File: src/rtl/f1_start_seq.sv
// Start-light sequencer and reaction timer: lamps fill one per tick, hold for an
// LFSR-chosen number of ticks, then count clk cycles until the player reacts.
module f1_start_seq #(
  parameter int N_LIGHTS = 8,
  parameter int RND_W    = 7,
  parameter int TIME_W   = 16
) (
  input  logic                clk,
  input  logic                rst,
  input  logic                trigger,
  input  logic                tick,
  input  logic [RND_W-1:0]    rnd,
  input  logic                react,
  output logic                rnd_en,
  output logic [N_LIGHTS-1:0] lights,
  output logic                busy,
  output logic                time_valid,
  output logic [TIME_W-1:0]   react_time,
  output logic                jump_start
);

  localparam logic [1:0] S_IDLE = 2'd0;
  localparam logic [1:0] S_SEQ  = 2'd1;
  localparam logic [1:0] S_HOLD = 2'd2;
  localparam logic [1:0] S_GO   = 2'd3;

  logic [1:0]        state;
  logic [RND_W-1:0]  delay;
  logic [TIME_W-1:0] timer;

  // The LFSR free-runs until the hold length is latched, then freezes.
  assign rnd_en = (state == S_IDLE) || (state == S_SEQ);
  assign busy   = (state != S_IDLE);

  always_ff @(posedge clk or posedge rst) begin
    if (rst) begin
      state      <= S_IDLE;
      lights     <= '0;
      delay      <= '0;
      timer      <= '0;
      react_time <= '0;
      time_valid <= 1'b0;
      jump_start <= 1'b0;
    end else begin
      time_valid <= 1'b0;
      case (state)
        S_IDLE: begin
          lights <= '0;
          if (trigger) begin
            state      <= S_SEQ;
            jump_start <= 1'b0;
          end
        end
        S_SEQ: begin
          if (react) begin
            state      <= S_IDLE;
            lights     <= '0;
            jump_start <= 1'b1;
          end else if (tick) begin
            lights <= {lights[N_LIGHTS-2:0], 1'b1};
            // Bit N_LIGHTS-2 already lit means this tick lights the last lamp.
            if (lights[N_LIGHTS-2]) begin
              state <= S_HOLD;
              delay <= (rnd == '0) ? RND_W'(1) : rnd;
            end
          end
        end
        S_HOLD: begin
          if (react) begin
            state      <= S_IDLE;
            lights     <= '0;
            jump_start <= 1'b1;
          end else if (tick) begin
            if (delay == RND_W'(1)) begin
              state  <= S_GO;
              lights <= '0;
              timer  <= '0;
            end else begin
              delay <= delay - RND_W'(1);
            end
          end
        end
        default: begin
          lights <= '0;
          if (react) begin
            react_time <= timer;
            time_valid <= 1'b1;
            state      <= S_IDLE;
          end else if (timer != '1) begin
            timer <= timer + TIME_W'(1);
          end
        end
      endcase
    end
  end

endmodule

File: config.mk
export PLATFORM = sky130hd
export DESIGN_NAME = f1_start_seq
export DESIGN_NICKNAME = d
export VERILOG_FILES = /design/src/rtl/f1_start_seq.sv
export SDC_FILE = /design/constraint.sdc
export NUM_CORES = 1
export LEC_CHECK = 0
export CAP_MARGIN = 10
export CORE_MARGIN = 10
export CORE_UTILIZATION = 40
export DETAILED_ROUTE_END_ITERATION = 7
export PLACE_DENSITY = 0.61
export SLEW_MARGIN = 20
export SYNTH_ARGS = -nofsm -noshare
export SYNTH_HDL_FRONTEND = slang
export SYNTH_SLANG_ARGS = --single-unit
File: constraint.sdc
create_clock -name clk -period 2.75 [get_ports clk]
set_input_delay 0.4125 -clock clk [delete_from_list [all_inputs] [get_ports clk]]
set_output_delay 0.4125 -clock clk [all_outputs]
set_load 0.05 [all_outputs]
==> out/qor.json, run 1 <==
{
  "status": {
    "outcome": "completed"
  },
  "timing": {
    "fin_worst_skew_ps": 4.76,
    "final_hold_viol_count": 0,
    "timing_worst_slew_pin_value_ps": 634,
    "rsz0062_at_grt": "no",
    "fmax_ghz": 0.396,
    "max_slew_margin_pct": 57.7,
    "final_max_slew_viol_count": 0,
    "final_critical_path_setup_slack_ps": 224,
    "timing.setup.tns_ps": 0,
    "final_period_minus_worst_setup_slack_ps": 2530,
    "setup_violations": 0,
    "timing.final.crit_share_pct": 91.9
  },
  "worst_setup_path": {
    "worst_path_largest_cell_delay_ps": 710,
    "worst-path-buf-inv": 2,
    "worst_reg_to_reg_cells": 7,
    "worst_setup_path_endpoint": "rnd_en",
    "worstPathRequired_ps": 2340,
    "slowest_stage": "sky130_fd_sc_hd__clkdlybuf4s50_1",
    "cp-end-kind": "primary output",
    "critPathArrivalTime_ps": 2110,
    "r2r-start": "state[0]",
    "critical_path.max_fanout": 7,
    "worst_r2r_endpoint": "delay[6]",
    "worst_path_dominant_cell_family": "buffers and inverters",
    "cp-startpoint": "state[1]",
    "r2r_setup_slack_ps": 690,
    "path_depth": 4,
    "critical_path.startpoint_type": "flop",
    "worstSetupPathType": "flop to primary output",
    "crit_chain": "inv_1, ha_1, or2_2, clkdlybuf4s50_1"
  },
  "clock_tree": {
    "htreeDepth": 2,
    "ctsHoldBuffers": 0,
    "cts_setup_buffers": 0,
    "tritoncts": "yes",
    "cts.clk_slew.worst_paths_ps": 90,
    "cts_buffers": 5,
    "cts_resized": 0,
    "clk_latency_ps": 300,
    "numClockSinks": 51,
    "clock_root_buffer": "sky130_fd_sc_hd__clkbuf_8",
    "ctsLongestPathBuffers": 2
  },
  "floorplan": {
    "die_area_mm2": 0.0101,
    "die_h_um": 100,
    "die_w_um": 100,
    "rows": 29,
    "core_footprint_mm2": 0.00631,
    "boundaryPins": 40,
    "initial_core_util_pct": 40.8
  },
  "hold_path": {
    "hold_path.class": "flop to flop"
  },
  "placement": {
    "placement.io_buffers": 39,
    "dp.final_hpwl_um": 4000,
    "finalWeightedCongestion": 0.840,
    "placement.setup.worst_slack_ps": 524,
    "placed_cell_area_mm2": 0.00308
  },
  "logic_synthesis": {
    "synth_cell_type_count": 45,
    "ys.warnings.count": 0,
    "post_synth_inst_count": 250,
    "share_of_synthesized_area_occupied_by_flip_flops_and_latches_pct": 49.5,
    "post_synth_most_frequent_cells": "sky130_fd_sc_hd__dfrtp_1, sky130_fd_sc_hd__o21ai_0, sky130_fd_sc_hd__nor2_1, sky130_fd_sc_hd__nand2_1, sky130_fd_sc_hd__mux2_2",
    "dominantRegCellSynth": "sky130_fd_sc_hd__dfrtp_1",
    "netlist_top_cells_area": "sky130_fd_sc_hd__dfrtp_1, sky130_fd_sc_hd__mux2_2, sky130_fd_sc_hd__o21ai_0, sky130_fd_sc_hd__ha_1, sky130_fd_sc_hd__a31oi_1",
    "number_of_enable_flip_flop_cells_after_synthesis": 0,
    "post_synth_instance_area_mm2": 0.00258,
    "async_reset_ff_share_pct": 100,
    "synth_top_area_cell": "sky130_fd_sc_hd__dfrtp_1",
    "ys_ff_latch": 51,
    "synth_largest_type_area_fraction_pct": 49.5,
    "syn_avg_cell_area_um2": 10.3,
    "postSynthNetCount": 269,
    "synth_most_common_cell": "sky130_fd_sc_hd__dfrtp_1"
  },
  "layout": {
    "finish.utilization_pct": 50.1,
    "final_design_area_no_fill_mm2": 0.00316,
    "diodes": 0,
    "multiInputGateArea_mm2": 0.00121,
    "fill_cells": 620,
    "syn2layout_area_growth_pct": 22.7,
    "fraction_of_layout_instances_using_a_drive_strength_above_1_pct": 14.3,
    "layout.nets": 312,
    "seq_area_mm2": 0.00128
  },
  "power_and_ir_drop": {
    "power.leakage_uw": 0.00138,
    "irDropWorstVdd_uv": 962,
    "cellPowerDensity_mw_per_mm2": 867,
    "post-layout-total-power_uw": 2740
  },
  "global_routing": {
    "number_of_antenna_violations_at_the_first_check_in_global_routing": 0,
    "pin_count_of_the_biggest_net_entering_global_routing": 52,
    "grt_pass1_wl_um": 9780,
    "grt.overflow.total": 0,
    "grt.total_usage_pct": 11.7,
    "first_global_vias": 2016
  },
  "routing": {
    "antenna_violating_nets_post_route": 0,
    "route.detailed.drc": 0,
    "detailedRoute.firstPassIterationCount": 4,
    "overall_via_count_from_detail_route": 2043,
    "routed_wl_um": 5580,
    "detailedRoute.firstIterationViolations": 106,
    "post_drt_wl_per_cell_um": 15.1,
    "routed_via_density": 5.51
  },
  "flow_run": {
    "max-cap-violations": 0
  }
}
==> cell usage in the layout, fill, tap and decap left out, drive strengths merged, types with 7 or more instances in the layout <==
cell type      instances
nand3                  7
a22o                   7
clkdlybuf4s50         39
inv                   13
o21ai                 22
ha                     7
a21oi                 12
nand2                 16
buf                    7
nor2                  17
dfrtp                 51
a31oi                 13
nor3                  11
mux2                  14
==> stage by stage <==
stage          instances  hold WS, ps
5_1_grt              371          525
2_1_floorplan        250          463
3_5_place_dp         363          480
4_1_cts              371          501
6_report             371          487
3_3_place_gp         363          466
==> state kept, by name, indices dropped and copies added, names as in the netlist <==
register and cells:
lights 8, react_time 16, delay 7, jump_start 1
timer 16, state 2, time_valid 1
==> worst register-to-register path, delay by kind of cell, from the launching register on <==
| kind | cells | cell delay [ps] |
|---|---|---|
| compound gates | 2 | 260 |
| fa+ha+maj | 1 | 530 |
| buf+inv | 2 | 330 |
| flops | 1 | 420 |
| mux | 1 | 200 |
| simple gates | 1 | 180 |
==> power by group <==
group	internal [uW]	switching (uW)	total [uW]
logic	468	770	1240
clock network	178	244	422
registers	913	167	1080
==> how the worst min path moves through the flow <==
| stage | startpoint | to | slack, ps | depth (start not counted) |
|---|---|---|---|---|
| after global placement | react_time[4] | react_time[4] | 470 | 2 |
| after global routing | react_time[4] | react_time[4] | 520 | 2 |
| after detailed placement | react_time[4] | react_time[4] | 480 | 2 |
| after floorplan | timer[10] | timer[10] | 460 | 1 |
| after CTS | react_time[4] | react_time[4] | 500 | 2 |
| final | react_time[4] | react_time[4] | 490 | 2 |
==> per-layer routing <==
metal / GRT usage (%) / share of wire (%) / up-vias
met4: 3.15 / 0.32 / 0
met2: 17.8 / 46 / 54
li1: - / - / 1012
met1: 15.1 / 46 / 975
met3: 4.53 / 7.6 / 2
met5: 0 / 0 / -
==> final cells by class <==
cell class | instances | area share (%)
multi-input combinational | 176 | 38.4
clock buffer | 6 | 2.29
inverter | 13 | 1.54
tap | 77 | 3.05
sequential | 51 | 40.3
timing repair buffer | 46 | 14.0
clock inverter | 2 | 0.396
==> cells by family after synthesis <==
kind of cell	count (synthesis)	share of synthesized area [%]
AOI/OAI and AO/OA	79	20.9
adders and majority gates	7	3.40
DFF	51	49.5
and+or+nand+nor	75	16.3
buffers and inverters	23	3.45
muxes	15	6.50
Power figures use the tool's default switching activity.
==> inputs of run 2 (changes only) <==
--- a/config.mk
+++ b/config.mk
@@ -8,6 +8,7 @@
 export CAP_MARGIN = 10
 export CORE_MARGIN = 10
 export CORE_UTILIZATION = 40
+export CTS_CLUSTER_DIAMETER = 100
 export DETAILED_ROUTE_END_ITERATION = 7
 export PLACE_DENSITY = 0.61
 export SLEW_MARGIN = 20
==> results of run 2 <==
No change in the layout: final DEF, timing and power equal those of run 1.
==> inputs of run 3 (changes only) <==
--- a/config.mk
+++ b/config.mk
@@ -5,12 +5,13 @@
 export SDC_FILE = /design/constraint.sdc
 export NUM_CORES = 1
 export LEC_CHECK = 0
+export ABC_AREA = 1
 export CAP_MARGIN = 10
 export CORE_MARGIN = 10
-export CORE_UTILIZATION = 40
+export CORE_UTILIZATION = 54
 export CTS_CLUSTER_DIAMETER = 100
 export DETAILED_ROUTE_END_ITERATION = 7
-export PLACE_DENSITY = 0.61
+export PLACE_DENSITY = 0.78
 export SLEW_MARGIN = 20
 export SYNTH_ARGS = -nofsm -noshare
 export SYNTH_HDL_FRONTEND = slang
==> constraint.sdc (replaced) <==
create_clock -name clk -period 2.75 [get_ports clk]
set_input_delay 0.4125 -clock clk [delete_from_list [all_inputs] [get_ports clk]]
set_output_delay 0.4125 -clock clk [all_outputs]
set_load 0.005 [all_outputs]
==> out/qor.json, run 3 <==
{
  "status": {
    "outcome": {"value": "completed", "change": "unchanged"}
  },
  "placement": {
    "placement.setup.worst_slack": {"value": 654, "unit": "ps", "change": "was 524 ps"},
    "placed_cell_area": {"value": 0.00321, "unit": "mm2", "change": "was 0.00308 mm2"},
    "placement.io_buffers": {"value": 39, "change": "unchanged"},
    "finalWeightedCongestion": {"value": 0.877, "change": "was 0.840"},
    "dp.final_hpwl": {"value": 4570, "unit": "um", "change": "was 4000 um"}
  },
  "worst_setup_path": {
    "cp-end-kind": {"value": "primary output", "change": "unchanged"},
    "worstPathRequired": {"value": 2340, "unit": "ps", "change": "about the same"},
    "worstSetupPathType": {"value": "flop to primary output", "change": "unchanged"},
    "critical_path.startpoint_type": {"value": "flop", "change": "unchanged"},
    "critPathArrivalTime": {"value": 1700, "unit": "ps", "change": "was 2110 ps"},
    "critical_path.max_fanout": {"value": 4, "change": "was 7"}
  },
  "logic_synthesis": {
    "post_synth_most_frequent_cells": {"value": "sky130_fd_sc_hd__nand2_1, sky130_fd_sc_hd__dfrtp_1, sky130_fd_sc_hd__inv_1, sky130_fd_sc_hd__nor2_1, sky130_fd_sc_hd__o21ai_1", "change": "was sky130_fd_sc_hd__dfrtp_1, sky130_fd_sc_hd__o21ai_0, sky130_fd_sc_hd__nor2_1, sky130_fd_sc_hd__nand2_1, sky130_fd_sc_hd__mux2_2"},
    "syn_avg_cell_area": {"value": 7.79, "unit": "um2", "change": "was 10.3 um2"},
    "number_of_enable_flip_flop_cells_after_synthesis": {"value": 0, "change": "unchanged"},
    "postSynthNetCount": {"value": 373, "change": "was 269"},
    "post_synth_instance_area": {"value": 0.00276, "unit": "mm2", "change": "was 0.00258 mm2"},
    "post_synth_inst_count": {"value": 354, "change": "was 250"},
    "dominantRegCellSynth": {"value": "sky130_fd_sc_hd__dfrtp_1", "change": "unchanged"},
    "async_reset_ff_share": {"value": 100, "unit": "%", "change": "unchanged"},
    "netlist_top_cells_area": {"value": "sky130_fd_sc_hd__dfrtp_1, sky130_fd_sc_hd__nand2_1, sky130_fd_sc_hd__inv_1, sky130_fd_sc_hd__o21ai_1, sky130_fd_sc_hd__nor2_1", "change": "was sky130_fd_sc_hd__dfrtp_1, sky130_fd_sc_hd__mux2_2, sky130_fd_sc_hd__o21ai_0, sky130_fd_sc_hd__ha_1, sky130_fd_sc_hd__a31oi_1"},
    "synth_top_area_cell": {"value": "sky130_fd_sc_hd__dfrtp_1", "change": "unchanged"},
    "ys_ff_latch": {"value": 51, "change": "unchanged"},
    "synth_cell_type_count": {"value": 32, "change": "was 45"},
    "synth_most_common_cell": {"value": "sky130_fd_sc_hd__nand2_1", "change": "was sky130_fd_sc_hd__dfrtp_1"},
    "share_of_synthesized_area_occupied_by_flip_flops_and_latches": {"value": 46.3, "unit": "%", "change": "was 49.5%"},
    "synth_largest_type_area_fraction": {"value": 46.3, "unit": "%", "change": "was 49.5%"},
    "ys.warnings.count": {"value": 0, "change": "unchanged"}
  },
  "timing": {
    "final_hold_viol_count": {"value": 0, "change": "unchanged"},
    "final_period_minus_worst_setup_slack": {"value": 2120, "unit": "ps", "change": "was 2530 ps"},
    "timing.setup.tns": {"value": 0, "unit": "ps", "change": "unchanged"},
    "fmax": {"value": 0.473, "unit": "GHz", "change": "was 0.396 GHz"},
    "timing.final.crit_share": {"value": 76.9, "unit": "%", "change": "was 91.9%"},
    "rsz0062_at_grt": {"value": "no", "change": "unchanged"},
    "final_max_slew_viol_count": {"value": 0, "change": "unchanged"},
    "timing_worst_slew_pin_value": {"value": 515, "unit": "ps", "change": "was 634 ps"},
    "final_critical_path_setup_slack": {"value": 635, "unit": "ps", "change": "was 224 ps"},
    "setup_violations": {"value": 0, "change": "unchanged"},
    "max_slew_margin": {"value": 65.6, "unit": "%", "change": "was 57.7%"},
    "hold_slack": {"value": 445, "unit": "ps", "change": "was 487 ps"},
    "fin_worst_skew": {"value": 9.86, "unit": "ps", "change": "was 4.76 ps"}
  },
  "hold_path": {
    "hold_path.class": {"value": "primary input to asynchronous set/reset pin", "change": "was flop to flop"}
  },
  "routing": {
    "post_drt_wl_per_cell": {"value": 12.7, "unit": "um", "change": "was 15.1 um"},
    "overall_via_count_from_detail_route": {"value": 2323, "change": "was 2043"},
    "antenna_violating_nets_post_route": {"value": 0, "change": "unchanged"},
    "routed_wl": {"value": 5890, "unit": "um", "change": "was 5580 um"},
    "route.detailed.drc": {"value": 0, "change": "unchanged"},
    "detailedRoute.firstIterationViolations": {"value": 109, "change": "was 106"},
    "detailedRoute.firstPassIterationCount": {"value": 5, "change": "was 4"},
    "routed_via_density": {"value": 5.00, "change": "was 5.51"}
  },
  "clock_tree": {
    "htreeDepth": {"value": 2, "change": "unchanged"},
    "ctsHoldBuffers": {"value": 0, "change": "unchanged"},
    "ctsLongestPathBuffers": {"value": 2, "change": "unchanged"},
    "cts_setup_buffers": {"value": 0, "change": "unchanged"},
    "cts_buffers": {"value": 5, "change": "unchanged"},
    "tritoncts": {"value": "yes", "change": "unchanged"},
    "clock_root_buffer": {"value": "sky130_fd_sc_hd__clkbuf_8", "change": "unchanged"},
    "cts.clk_slew.worst_paths": {"value": 100, "unit": "ps", "change": "was 90 ps"},
    "cts_resized": {"value": 0, "change": "unchanged"},
    "clk_latency": {"value": 310, "unit": "ps", "change": "was 300 ps"},
    "numClockSinks": {"value": 51, "change": "unchanged"}
  },
  "global_routing": {
    "first_global_vias": {"value": 2247, "change": "was 2016"},
    "number_of_antenna_violations_at_the_first_check_in_global_routing": {"value": 0, "change": "unchanged"},
    "pin_count_of_the_biggest_net_entering_global_routing": {"value": 27, "change": "was 52"},
    "grt.overflow.total": {"value": 0, "change": "unchanged"},
    "grt_pass1_wl": {"value": 10400, "unit": "um", "change": "was 9780 um"},
    "grt.total_usage": {"value": 14.6, "unit": "%", "change": "was 11.7%"}
  },
  "floorplan": {
    "core_footprint": {"value": 0.00485, "unit": "mm2", "change": "was 0.00631 mm2"},
    "rows": {"value": 25, "change": "was 29"},
    "initial_core_util": {"value": 56.9, "unit": "%", "change": "was 40.8%"},
    "boundaryPins": {"value": 40, "change": "unchanged"},
    "die_w": {"value": 91.5, "unit": "um", "change": "was 100 um"},
    "die_area": {"value": 0.00837, "unit": "mm2", "change": "was 0.0101 mm2"},
    "die_h": {"value": 91.5, "unit": "um", "change": "was 100 um"}
  },
  "layout": {
    "fraction_of_layout_instances_using_a_drive_strength_above_1": {"value": 8.79, "unit": "%", "change": "was 14.3%"},
    "largest_registers_ranked_by_flip_flop_count": {"value": "react_time: 16 flops, timer: 16 flops, lights: 8 flops", "change": "unchanged"},
    "layout_common_cells": {"value": "sky130_fd_sc_hd__nand2_1, sky130_fd_sc_hd__dfrtp_1, sky130_fd_sc_hd__clkdlybuf4s50_1", "change": "was sky130_fd_sc_hd__dfrtp_1, sky130_fd_sc_hd__clkdlybuf4s50_1, sky130_fd_sc_hd__o21ai_0"},
    "layout.nets": {"value": 416, "change": "was 312"},
    "final_design_area_no_fill": {"value": 0.00333, "unit": "mm2", "change": "was 0.00316 mm2"},
    "syn2layout_area_growth": {"value": 20.5, "unit": "%", "change": "was 22.7%"},
    "fill_cells": {"value": 405, "change": "was 620"},
    "layout_commonest_cell": {"value": "sky130_fd_sc_hd__nand2_1", "change": "was sky130_fd_sc_hd__dfrtp_1"},
    "diodes": {"value": 0, "change": "unchanged"},
    "finish.utilization": {"value": 68.6, "unit": "%", "change": "was 50.1%"}
  },
  "power_and_ir_drop": {
    "irDropWorstVdd": {"value": 475, "unit": "uV", "change": "was 962 uV"},
    "cellPowerDensity": {"value": 748, "unit": "mW/mm2", "change": "was 867 mW/mm2"},
    "power.leakage": {"value": 0.00151, "unit": "uW", "change": "was 0.00138 uW"}
  },
  "flow_run": {
    "max-cap-violations": {"value": 0, "change": "unchanged"}
  }
}
## run 3: changes by cell type after synthesis, moves of 7 or more
cell / previous run / this run
sky130_fd_sc_hd__nand2_1: 15 / 121
sky130_fd_sc_hd__inv_1: 13 / 38
sky130_fd_sc_hd__o21ai_1: 1 / 23
sky130_fd_sc_hd__mux2_2: 14 / 0
sky130_fd_sc_hd__a31oi_1: 13 / 0
sky130_fd_sc_hd__nor2_1: 17 / 30
sky130_fd_sc_hd__a21oi_1: 12 / 1
sky130_fd_sc_hd__nand3_1: 7 / 17
sky130_fd_sc_hd__nor3_1: 10 / 1
sky130_fd_sc_hd__xor2_1: 0 / 8
sky130_fd_sc_hd__a22o_1: 7 / 0
## run 3: layer usage
| metal | global-route usage, % | vias to the layer above | share of wire [%] |
|---|---|---|---|
| met5 | 0 | - | 0 |
| met4 | 4.31 | 0 | 1.1 |
| met3 | 3.37 | 8 | 5.9 |
| met2 | 23.3 | 59 | 47 |
| met1 | 19.2 | 1053 | 46 |
| li1 | - | 1203 | - |
## run 3: metrics by stage
stage                     std cells  power (uW)
final                           465        2490
after global routing            465        2690
after CTS                       465        2510
after detailed placement        457        1970
after global placement          457        1950
after floorplan                 354        1700
## run 3: path summary, 6_finish.rpt
path,slack (ps),end,start,cells after the start
min,450,react_time[11],rst,2
max in group asynchronous,1690,delay[5],rst,3
max reg2reg,660,timer[6],state[0],8
min in group clk,480,react_time[1],react_time[1],2
min reg2reg,480,react_time[1],react_time[1],2
max,630,rnd_en,state[1],5
## run 3: area by class of cell
class	instances	area, um2	area share, %
multi-input combinational	254	1280	38.4
clock inverter	3	46.3	1.39
tap	67	83.8	2.52
sequential	51	1280	38.4
inverter	43	161	4.85
clock buffer	5	68.8	2.07
timing repair buffer	42	413	12.4
## run 3: cells by family after synthesis
family	Yosys count	share of synthesized area (%)
flip-flops	51	46.3
adder cells (fa/ha/maj)	7	3.17
XOR/XNOR	9	2.86
buffers and inverters	49	7.48
multiplexers	1	0.363
AND/OR/NAND/NOR	183	28.6
AO/OA/AOI/OAI	54	11.3
## run 3: critical path: stages (launching register included)
cell and delay [ps]:
sky130_fd_sc_hd__dfrtp_1 420, sky130_fd_sc_hd__inv_1 100, sky130_fd_sc_hd__ha_1 240, sky130_fd_sc_hd__nor2_1 90, sky130_fd_sc_hd__inv_1 50, sky130_fd_sc_hd__clkdlybuf4s50_1 490
## run 3: where the power goes
group          total, uW  internal [uW]  switching (uW)  leakage [uW]
Sequential           996            874             122      0.000691
Clock                536            274             262     0.0000548
Combinational        955            378             576      0.000764
Total               2490           1530             961       0.00151
